File: src/rtl/memory_map_io.sv
`default_nettype none
// ============================================================================
// Module      : memory_map_io
// Description : CPU address decoder for RAM, screen and a keyboard scancode
//               FIFO with status register and sticky error flags.
// Revision    : 1.0 - initial release
// ============================================================================
module memory_map_io #(
    parameter int DATA_W    = 16,
    parameter int ADDR_W    = 15,
    parameter int KBD_DEPTH = 4
) (
    input  logic              clock,
    input  logic              reset_n,
    input  logic [DATA_W-1:0] in,
    input  logic              load,
    input  logic              rd_en,
    input  logic [ADDR_W-1:0] address,
    output logic [DATA_W-1:0] out,
    output logic              out_valid,
    output logic              ram_we,
    output logic [ADDR_W-2:0] ram_addr,
    output logic [DATA_W-1:0] ram_wdata,
    input  logic [DATA_W-1:0] ram_rdata,
    output logic              scr_we,
    output logic [ADDR_W-3:0] scr_addr,
    output logic [DATA_W-1:0] scr_wdata,
    input  logic [DATA_W-1:0] scr_rdata,
    input  logic [DATA_W-1:0] kbd_code,
    input  logic              kbd_strobe,
    output logic              kbd_irq,
    output logic              kbd_overflow,
    output logic              bus_err
);

    localparam int RAM_AW  = ADDR_W - 1;
    localparam int SCR_AW  = ADDR_W - 2;
    localparam int c_PTR_W = $clog2(KBD_DEPTH);
    localparam int c_CNT_W = c_PTR_W + 1;

    localparam logic [ADDR_W-1:0]  c_KBD_DATA = {2'b11, {(ADDR_W-2){1'b0}}};
    localparam logic [ADDR_W-1:0]  c_KBD_STAT = {2'b11, {(ADDR_W-3){1'b0}}, 1'b1};
    localparam logic [c_CNT_W-1:0] c_CNT_ONE  = c_CNT_W'(1);
    localparam logic [c_CNT_W-1:0] c_CNT_FULL = c_CNT_W'(KBD_DEPTH);

    localparam logic [1:0] c_SEL_RAM = 2'd0;
    localparam logic [1:0] c_SEL_SCR = 2'd1;
    localparam logic [1:0] c_SEL_REG = 2'd2;

    logic [1:0]         w_top;
    logic               w_sel_ram;
    logic               w_sel_scr;
    logic               w_sel_kdat;
    logic               w_sel_ksta;
    logic               w_unmapped;
    logic [1:0]         w_sel_code;

    logic [DATA_W-1:0]  r_kbd_mem [KBD_DEPTH];
    logic [c_PTR_W-1:0] r_wptr;
    logic [c_PTR_W-1:0] r_rptr;
    logic [c_CNT_W-1:0] r_count;
    logic [c_CNT_W-1:0] w_count_nxt;
    logic               w_empty;
    logic               w_full;
    logic               w_pop;
    logic               w_push;
    logic               w_drop;
    logic               w_ovf_clr;
    logic               r_ovf;
    logic               r_bus_err;

    logic [DATA_W-1:0]  w_stat;
    logic [DATA_W-1:0]  w_head;
    logic [DATA_W-1:0]  w_reg_word;
    logic               r_valid;
    logic [1:0]         r_sel;
    logic [DATA_W-1:0]  r_reg_word;

    // Address decode
    assign w_top      = address[ADDR_W-1 -: 2];
    assign w_sel_ram  = ~address[ADDR_W-1];
    assign w_sel_scr  = (w_top == 2'b10);
    assign w_sel_kdat = (address == c_KBD_DATA);
    assign w_sel_ksta = (address == c_KBD_STAT);
    assign w_unmapped = (w_top == 2'b11) & ~w_sel_kdat & ~w_sel_ksta;

    assign w_sel_code = w_sel_ram ? c_SEL_RAM : (w_sel_scr ? c_SEL_SCR : c_SEL_REG);

    assign ram_we    = load & w_sel_ram;
    assign ram_addr  = address[RAM_AW-1:0];
    assign ram_wdata = in;
    assign scr_we    = load & w_sel_scr;
    assign scr_addr  = address[SCR_AW-1:0];
    assign scr_wdata = in;

    // Keyboard FIFO; a pop frees a slot for a same-cycle push even when full
    assign w_empty   = (r_count == '0);
    assign w_full    = (r_count == c_CNT_FULL);
    assign w_pop     = rd_en & w_sel_kdat & ~w_empty;
    assign w_push    = kbd_strobe & (~w_full | w_pop);
    assign w_drop    = kbd_strobe & w_full & ~w_pop;
    assign w_ovf_clr = load & w_sel_ksta & in[0];

    always_comb begin
        w_count_nxt = r_count;
        case ({w_push, w_pop})
            2'b10:   w_count_nxt = r_count + c_CNT_ONE;
            2'b01:   w_count_nxt = r_count - c_CNT_ONE;
            default: w_count_nxt = r_count;
        endcase
    end

    always_ff @(posedge clock) begin
        if (w_push) begin
            r_kbd_mem[r_wptr] <= kbd_code;
        end
    end

    always_ff @(posedge clock or negedge reset_n) begin
        if (!reset_n) begin
            r_wptr    <= '0;
            r_rptr    <= '0;
            r_count   <= '0;
            r_ovf     <= 1'b0;
            r_bus_err <= 1'b0;
        end else begin
            if (w_push) r_wptr <= r_wptr + 1'b1;
            if (w_pop)  r_rptr <= r_rptr + 1'b1;
            r_count <= w_count_nxt;
            // A new overflow takes priority over a software clear
            if (w_drop)
                r_ovf <= 1'b1;
            else if (w_ovf_clr)
                r_ovf <= 1'b0;
            if ((load | rd_en) & w_unmapped)
                r_bus_err <= 1'b1;
        end
    end

    always_comb begin
        w_stat                = '0;
        w_stat[DATA_W-1]      = r_ovf;
        w_stat[c_CNT_W-1:0]   = r_count;
    end

    assign w_head     = w_empty ? '0 : r_kbd_mem[r_rptr];
    assign w_reg_word = w_sel_kdat ? w_head : (w_sel_ksta ? w_stat : '0);

    always_ff @(posedge clock or negedge reset_n) begin
        if (!reset_n) begin
            r_valid    <= 1'b0;
            r_sel      <= c_SEL_RAM;
            r_reg_word <= '0;
        end else begin
            r_valid <= rd_en;
            if (rd_en) begin
                r_sel      <= w_sel_code;
                r_reg_word <= w_reg_word;
            end
        end
    end

    always_comb begin
        out = '0;
        if (r_valid) begin
            case (r_sel)
                c_SEL_RAM: out = ram_rdata;
                c_SEL_SCR: out = scr_rdata;
                default:   out = r_reg_word;
            endcase
        end
    end

    assign out_valid    = r_valid;
    assign kbd_irq      = ~w_empty;
    assign kbd_overflow = r_ovf;
    assign bus_err      = r_bus_err;

endmodule
`default_nettype wire

File: config.mk
export PLATFORM = sky130hd
export DESIGN_NAME = memory_map_io
export DESIGN_NICKNAME = d
export VERILOG_FILES = /design/src/rtl/memory_map_io.sv
export SDC_FILE = /design/constraint.sdc
export NUM_CORES = 1
export LEC_CHECK = 0
export BUFFER_PORTS_ARGS = -buffer_cell sky130_fd_sc_hd__buf_2
export CAP_MARGIN = 20
export CORE_AREA = 2 2 109 90
export CTS_BUF_LIST = sky130_fd_sc_hd__clkbuf_4
export CTS_CLUSTER_SIZE = 16
export DETAILED_ROUTE_END_ITERATION = 10
export DIE_AREA = 0 0 111 92
export MAX_ROUTING_LAYER = met4
export PLACE_DENSITY = 0.82
export SETUP_SLACK_MARGIN = 0.05
export SLEW_MARGIN = 20
export SYNTH_ARGS = -nofsm -noshare
export SYNTH_HDL_FRONTEND = slang
export SYNTH_SLANG_ARGS = --single-unit
File: constraint.sdc
create_clock -name clock -period 2.4 [get_ports clock]
set_clock_uncertainty 0.05 [all_clocks]
set_input_delay 0.36 -clock clock [delete_from_list [all_inputs] [get_ports clock]]
set_output_delay 0.36 -clock clock [all_outputs]
set_load 0.05 [all_outputs]
==> impl_metrics.csv, run 1 <==
group,metric,value,unit
routing,drt_iter0_drc,171,
critical_path,cpLargestDelayFamily,"buffers and inverters",
critical_path,cp_max_fo,11,
synthesis,synthMuxAreaShare,0.1221,
routing,dr.pass1.iters,4,
power_and_ir_drop,power_density,738.6,nW/um2
synthesis,synthAdderAreaFrac,0.01513,
critical_path,cp_cell_sequence,"inv_1 > buf_4 > o211a_1 > buf_2",
clocking,cts_num_sinks,92,
synthesis,synth_edf_count,64,
clocking,cts_tree,"done",
synthesis,synth_ff_type,"edfxtp_1",
floorplan,initial_core_util,0.5007,
routing,routed_via_density,5.407,
global_route,gr-total-overflow,0,
clocking,htreeDepth,3,
critical_path,slowest_delay,0.38,ns
power_and_ir_drop,vdd_drop_max,0.3315,mV
critical_path,worst-path-buf-inv,3,
power_and_ir_drop,p_leak,2.317,nW
synthesis,syn-mean-instance-area,13.34,um2
clocking,cts-root-buf,"clkbuf_4",
synthesis,seq_area_frac_synth,0.5663,
global_route,track_usage,0.2182,
routing,vias,2979,
clocking,postCtsSetupBuffers,0,
timing,fin_crit,2.184,ns
synthesis,postSynthCellCount,347,
critical_path,cp_data_arrival_time,1.77,ns
timing,tns,0,ns
timing,maxSlewHeadroom,0.5597,
routing,antenna_left,0,
global_route,grt_max_degree,31,
timing,setup_viol,0,
timing,max_freq,457.8,MHz
synthesis,synthArstFlopShare,0.3043,
hold_path,hp-start,"kbd_code[13]",
critical_path,reg2reg_setup_slack,0.30,ns
finish,n_antenna_cell,0,
floorplan,num_rows,32,
placed_design,dp_hpwl,8030,um
placed_design,gp_congestion,0.9219,
synthesis,synth_compound_area_frac,0.08106,
synthesis,synth_top_family_by_area,"buffers and inverters",
floorplan,die_h,92,um
global_route,grt_antenna_before_repair,0,
floorplan,ios,165,
critical_path,end_kind,"primary output",
hold_path,hp-class,"input pin to flip-flop",
routing,drc_errors,0,
synthesis,synthSimpleGateAreaFrac,0.06458,
timing,drv_slew,0,
synthesis,yosys_warnings,0,
critical_path,critPathKind,"flip-flop to primary output",
synthesis,synth-seq-cells,92,
timing,tightest_slew,0.6605,ns
synthesis,syn-cell-area,4631,um2
clocking,clk_pin_slew,0.15,ns
floorplan,core_area,9249,um2
floorplan,die_w,111,um
synthesis,synth_cell_types,44,
timing,hold_viol,0,
critical_path,crit_path_top_delay_cell,"dfrtp_1",
clocking,cts_hold_buf,1,
placed_design,io_buffers,119,
job,drv_cap,0,
timing,rsz0062_at_grt,"no",
synthesis,synth_fp_nets,436,
global_route,grt_pass1_wl,16440,um
routing,drt-total-wl,10470,um
clocking,cts_resized,0,
routing,wl_per_cell,19.00,um
finish,utilization,0.5621,
global_route,grt_pass1_vias,3029,
finish,fin_nets,516,
clocking,numCtsBuffers,9,
timing,holdWs,0.08387,ns
floorplan,die_area,10210,um2
finish,syn2layout_area_growth,12.27,%
critical_path,startpoint,"r_sel[1]",
critical_path,cp-start-kind,"flip-flop",
finish,drive_above_1_share,0.4329,
clocking,clock_path_buffers,2,
critical_path,r2r_start,"r_count[2]",
timing,fin_crit_sh,0.9101,
run_status,status,"finished clean",
clocking,clock_latency,0.43,ns
critical_path,crit_required,1.99,ns
synthesis,synth-xor-area-share,0.009457,
## layout by cell type, fill, tap and decap left out, drive strengths merged, types with 2 or more instances in the layout
cell type / count
mux4: 16
nand2: 20
nand3: 3
clkinv: 3
inv: 40
o22ai: 13
and2: 4
buf: 144
o211a: 16
o221ai: 4
or4: 3
ha: 4
xnor2: 5
nor2: 4
clkbuf: 10
nand4: 6
o21ai: 2
o211ai: 2
mux2i: 19
nand2b: 2
a21oi: 2
dfrtp: 28
edfxtp: 64
## area by class of cell
class,instances,area (um2)
multi-input cells,142,1374
well taps,119,148.9
repair buffers,145,793.3
clock inverters,6,46.29
fillers,768,4050
flip-flops and latches,92,2623
inverters,37,138.9
clock buffers,10,75.07
## cell usage after synthesis, drive strengths merged, types with 2 or more instances
cell	n	area [um2]
o211a	16	160.2
clkbuf	10	37.54
mux4	16	360.4
or4	3	30.03
o211ai	2	15.01
a21oi	2	10.01
edfxtp	64	1922
o22ai	13	81.33
xnor2	5	43.79
nor2	4	15.01
o221ai	4	35.03
buf	66	478.0
nand2	20	75.07
and2	4	28.78
dfrtp	28	700.7
inv	37	138.9
mux2i	19	190.2
nand4	6	37.54
ha	4	50.05
nand2b	2	12.51
o21ai	2	10.01
nand3	3	15.01
## stage by stage
stage	std cells	area (um2)	setup WS [ns]	total power, W
after floorplan	347	4651	-0.1516	0.002935
after global placement	534	5067	-0.1034	0.003078
after detailed placement	534	5067	-0.1928	0.003122
after CTS	551	5199	0.2039	0.003860
after global routing	551	5199	0.1318	0.004038
final	551	5199	0.2158	0.003840
## worst paths after layout
kind,to,depth (start not counted)
min reg2reg,bus_err,1
min,r_kbd_mem[1][13],1
min in group asynchronous,r_reg_word[13],2
max,out[6],4
max reg2reg,r_count[2],7
max in group asynchronous,out_valid,2
## state kept, by name, indices dropped and copies added (netlist names)
signal,count
bus_err,1
kbd_overflow,1
out_valid,1
r_count,3
r_kbd_mem,64
r_reg_word,16
r_rptr,2
r_sel,2
r_wptr,2
## report_power, final
part	internal, W	leakage [nW]	switching (W)
combinational	0.000366	1.30	0.000669
sequential	0.00196	0.950	0.0000961
clock	0.000237	0.0707	0.000517
## cells by family (layout without fill, tap and decap cells)
kind of cell,after synthesis,count (layout)
mux,36,36
buf+inv,113,198
fa+ha+maj,5,5
flops,92,92
compound gates,45,45
simple gates,51,51
xor+xnor,5,5
## metal layers
metal  GRT usage  part of all wire
met1      0.2635              0.38
met2      0.3569              0.50
met3     0.06081             0.088
met4     0.07813             0.029
met5           -                 0
(Power assumes the default switching activity.)
==> inputs of run 2 (changes only) <==
BUFFER_PORTS_ARGS = not set   (was -buffer_cell sky130_fd_sc_hd__buf_2)
CORE_AREA = 2 2 100 83   (was 2 2 109 90)
DIE_AREA = 0 0 102 85   (was 0 0 111 92)
DONT_BUFFER_PORTS = 1   (was not set)
PLACE_DENSITY = 0.81   (was 0.82)
clock period = 2.7 ns   (was 2.4 ns; I/O delays follow)
==> impl_metrics.csv, run 2 (synthesized netlist as in run 1, its figures left out) <==
group,metric,value,unit
run_status,status,"finished clean",
routing,drc_errors,0,
finish,drive_above_1_share,0.1698,
routing,dr.pass1.iters,4,
clocking,numCtsBuffers,9,
power_and_ir_drop,p_leak,1.880,nW
routing,drt_iter0_drc,113,
hold_path,min_path_cells,0,
critical_path,critPathKind,"flip-flop to primary output",
floorplan,die_w,102,um
finish,utilization,0.6228,
power_and_ir_drop,p_int,0.002321,W
floorplan,ios,165,
hold_path,hp-class,"input pin to flip-flop",
power_and_ir_drop,clockPowerShare,0.220,
finish,reg_top3,"r_kbd_mem: 64 flops, r_reg_word: 16 flops, r_count: 3 flops",
placed_design,gp_congestion,0.9357,
floorplan,core_area,7692,um2
power_and_ir_drop,seqPwrFrac,0.551,
finish,largest_reg_flops,64,
global_route,grt_max_degree,34,
floorplan,num_rows,29,
global_route,grt_pass1_wl,14380,um
critical_path,end_kind,"primary output",
timing,hold_viol,0,
clocking,postCtsSetupBuffers,0,
finish,final_common_cell,"edfxtp_1",
routing,vias,2605,
timing,rsz0062_at_grt,"no",
routing,routed_via_density,6.002,
clocking,htreeDepth,3,
power_and_ir_drop,power_density,692.0,nW/um2
hold_path,hp-start,"kbd_code[10]",
finish,syn2layout_area_growth,3.458,%
routing,drt-total-wl,9977,um
placed_design,io_buffers,0,
timing,fin_crit,2.226,ns
critical_path,cp-start-kind,"flip-flop",
routing,antenna_left,0,
critical_path,crit_required,2.25,ns
critical_path,cpLargestDelayFamily,"simple AND/OR/NAND/NOR gates",
power_and_ir_drop,switching_share,0.3001,
floorplan,die_h,85,um
global_route,gr-total-overflow,0,
critical_path,rr_worst_depth,7,
critical_path,crit_path_top_delay_cell,"dfrtp_1",
timing,max_freq,449.3,MHz
power_and_ir_drop,comb_power_share,0.228,
critical_path,slowest_delay,0.48,ns
critical_path,cp_data_arrival_time,1.77,ns
critical_path,cp_cell_sequence,"nor2_1 > nand2_1",
timing,setup_viol,0,
floorplan,initial_core_util,0.6020,
timing,tns,0,ns
finish,fin_nets,408,
global_route,grt_antenna_before_repair,2,
clocking,cts_num_sinks,92,
critical_path,worst-path-buf-inv,0,
timing,tightest_slew,0.7828,ns
timing,drv_slew,0,
global_route,grt_pass1_vias,2519,
timing,fin_crit_sh,0.8243,
global_route,track_usage,0.2372,
critical_path,reg2reg_setup_slack,0.53,ns
finish,regMostFlops,"r_kbd_mem",
placed_design,dp_hpwl,7207,um
critical_path,r2r_start,"r_count[1]",
timing,maxSlewHeadroom,0.4782,
routing,wl_per_cell,22.99,um
clocking,clk_pin_slew,0.16,ns
critical_path,rr_endpoint,"r_count[1]",
power_and_ir_drop,netSwitchingPower,0.0009949,W
clocking,cts_tree,"done",
clocking,cts-root-buf,"clkbuf_4",
power_and_ir_drop,vdd_drop_max,0.3686,mV
clocking,clock_latency,0.43,ns
critical_path,cp_max_fo,7,
job,drv_cap,0,
clocking,clock_path_buffers,2,
finish,layout_common_cells,"64 x edfxtp_1, 37 x inv_1, 28 x dfrtp_1",
floorplan,die_area,8670,um2
hold_path,whs_endpoint,"r_kbd_mem[0][10]",
-- run 2: power by group through the flow --
stage | logic [W] | registers, W | clock network (W)
after floorplan | 0.000761 | 0.00183 | 0
after global placement | 0.000682 | 0.00185 | 0
final | 0.000758 | 0.00183 | 0.000731
after global routing | 0.000822 | 0.00184 | 0.000805
after CTS | 0.000729 | 0.00183 | 0.000743
after detailed placement | 0.000709 | 0.00186 | 0
-- run 2: cell type report --
cell class                 count  area [um2]
antenna                        2       5.005
clock buffer                  10       75.07
clock inverter                 6       63.81
fill                         589        2902
inverter                      37       138.9
multi-input combinational    142        1355
sequential                    92        2623
tap                          108       135.1
timing repair buffer          37       395.4
-- run 2: worst max path at each step --
stage          startpoint               end  slack [ns]  cells after the start
6_report       r_count[1]           kbd_irq        0.47                      2
5_1_grt        r_count[1]           kbd_irq        0.39                      2
4_1_cts         out_valid            out[9]        0.48                      1
3_5_place_dp   address[1]  r_kbd_mem[1][13]        0.14                      5
3_3_place_gp   address[1]   r_kbd_mem[2][8]        0.16                      5
2_1_floorplan  address[4]        r_count[2]        0.06                      7
-- run 2: worst reg2reg max path: cells and delay by family, from the launching register on --
kind	cells	cell delay, ns
AOI/OAI and AO/OA	4	0.57
and+or+nand+nor	2	0.55
DFF	1	0.48
adders and majority gates	1	0.43
-- run 2: routing by layer --
metal  part of all wire  track usage  vias to the layer above
met5                  0            -                        -
met2               0.53       0.3876                      135
met3              0.089      0.08896                       15
met4              0.019      0.07394                        0
li1                   -            -                     1152
met1               0.36       0.2730                     1303
-- run 2: repair_timing --
action                    CTS  global route
gates resized for setup     0             0
hold buffers                4            19
hold endpoints to repair   33            60
-- run 2: per-stage QoR --
| step | power (W) | setup slack [ns] | std cells | hold slack (ns) | cell area, um2 |
|---|---|---|---|---|---|
| 6_report | 0.003315 | 0.4745 | 434 | 0.02929 | 4791 |
| 5_1_grt | 0.003471 | 0.3935 | 434 | 0.001265 | 4791 |
| 4_1_cts | 0.003299 | 0.4786 | 413 | 0.0008062 | 4596 |
| 3_5_place_dp | 0.002568 | 0.1401 | 393 | 0.05989 | 4407 |
| 3_3_place_gp | 0.002527 | 0.1640 | 393 | 0.06018 | 4407 |
| 2_1_floorplan | 0.002587 | 0.06040 | 347 | 0.05941 | 4632 |
==> inputs of run 3 (changes only) <==
clock period = 2.1 ns   (was 2.7 ns; I/O delays follow)
==> impl_metrics.csv, run 3 (synthesized netlist as in run 1, its figures left out) <==
group,metric,value,unit
clocking,clock_path_buffers,2,
finish,final_common_cell,"edfxtp_1",
timing,rsz0062_at_grt,"yes",
critical_path,end_kind,"primary output",
finish,regMostFlops,"r_kbd_mem",
clocking,htreeDepth,3,
floorplan,die_w,102,um
critical_path,reg2reg_setup_slack,0.15,ns
finish,syn2layout_area_growth,10.81,%
critical_path,crit_required,1.74,ns
finish,layout_common_cells,"64 x edfxtp_1, 37 x inv_1, 26 x dfrtp_1",
floorplan,core_area,7692,um2
routing,drt-total-wl,9641,um
routing,drc_errors,0,
clocking,clock_latency,0.42,ns
finish,n_antenna_cell,0,
finish,num-fill-cells,545,
global_route,grt_pass1_vias,2746,
critical_path,critPathKind,"flip-flop to primary output",
critical_path,startpoint,"r_sel[0]",
power_and_ir_drop,vdd_drop_max,0.4902,mV
global_route,gr-total-overflow,0,
floorplan,num_rows,29,
critical_path,r2r_start,"r_count[1]",
floorplan,die_h,85,um
job,drv_cap,0,
routing,routed_via_density,5.898,
timing,hold_viol,0,
timing,max_freq,504.4,MHz
critical_path,crit_end,"out[5]",
placed_design,dp_hpwl,7187,um
floorplan,die_area,8670,um2
routing,antenna_left,0,
timing,fin_crit,1.982,ns
critical_path,cp_max_fo,11,
clocking,numCtsBuffers,9,
routing,vias,2654,
finish,reg_top3,"r_kbd_mem: 64 flops, r_reg_word: 16 flops, r_count: 3 flops",
critical_path,cp_data_arrival_time,1.62,ns
finish,largest_reg_flops,64,
power_and_ir_drop,power_density,870.9,nW/um2
routing,wl_per_cell,21.42,um
floorplan,initial_core_util,0.6020,
routing,dr.pass1.iters,4,
critical_path,rr_worst_depth,7,
placed_design,gp_congestion,0.8510,
critical_path,rr_endpoint,"r_count[2]",
finish,utilization,0.6670,
global_route,grt_pass1_wl,14820,um
timing,fin_crit_sh,0.9440,
clocking,cts_tree,"done",
routing,drt_iter0_drc,232,
timing,maxSlewHeadroom,0.4093,
timing,tightest_slew,0.8832,ns
power_and_ir_drop,p_leak,2.044,nW
run_status,status,"finished clean",
clocking,cts-root-buf,"clkbuf_4",
clocking,postCtsSetupBuffers,0,
finish,post-route-cell-area,5131,um2
finish,drive_above_1_share,0.2310,
global_route,grt_antenna_before_repair,1,
global_route,track_usage,0.2390,
finish,fin_nets,426,
placed_design,io_buffers,0,
hold_path,hp-class,"input pin to flip-flop",
timing,drv_slew,0,
placed_design,place_area,4723,um2
timing,setup_viol,0,
clocking,cts_num_sinks,92,
critical_path,cp-start-kind,"flip-flop",
clocking,clk_pin_slew,0.13,ns
floorplan,ios,165,
global_route,grt_max_degree,34,
run 3: how the worst min path moves through the flow:
stage             from       endpoint  depth (start not counted)
2_1_floorplan  reset_n        bus_err                          0
6_report         rd_en  r_reg_word[2]                          2
4_1_cts          rd_en  r_reg_word[2]                          2
3_3_place_gp   reset_n   kbd_overflow                          0
3_5_place_dp   reset_n   kbd_overflow                          0
5_1_grt          rd_en  r_reg_word[2]                          2
run 3: per-layer routing:
layer  vias to the layer above  track usage  part of all wire
li1                       1187            -                 -
met1                      1310       0.2932              0.37
met2                       138       0.3977              0.53
met3                        19      0.06919             0.081
met4                         0      0.05212             0.019
met5                         -            -                 0
run 3: stage by stage:
step | hold slack (ns) | instances | worst slack, ns | TNS, ns | power, W
final | 0.01331 | 450 | 0.1175 | 0 | 0.004469
after floorplan | -0.03059 | 347 | -0.4066 | -16.85 | 0.003354
after detailed placement | -0.02999 | 411 | -0.3199 | -16.51 | 0.003419
after global routing | 0.01563 | 450 | 0.03201 | 0 | 0.004669
after CTS | 0.0001653 | 450 | 0.06183 | 0 | 0.004481
after global placement | -0.03002 | 411 | -0.2301 | -14.60 | 0.003359
run 3: power breakdown:
part,total (W),internal (W),switching (W)
Sequential,0.00234,0.00224,0.000100
Combinational,0.00112,0.000468,0.000654
Clock,0.00101,0.000486,0.000523
Total,0.00447,0.00319,0.00128
run 3: cell type report:
type	count	area (um2)	area share
clock inverter	6	78.83	0.01536
sequential	92	2625	0.5116
tap	108	135.1	0.02634
multi-input combinational	142	1378	0.2685
inverter	37	138.9	0.02707
timing repair buffer	55	700.7	0.1366
clock buffer	10	75.07	0.01463
run 3: critical path, stage by stage (launching register included):
cell     delay, ns
dfrtp_1       0.38
buf_6         0.18
mux2i_1       0.20
nand2_1       0.09
o211a_1       0.18
buf_12        0.16
run 3: repair_timing:
item | in CTS | in global routing
gates resized for setup | 0 | 5
endpoints found under the setup margin | 0 | 18
endpoints found under the hold margin | 114 | 0
hold buffers | 23 | 0
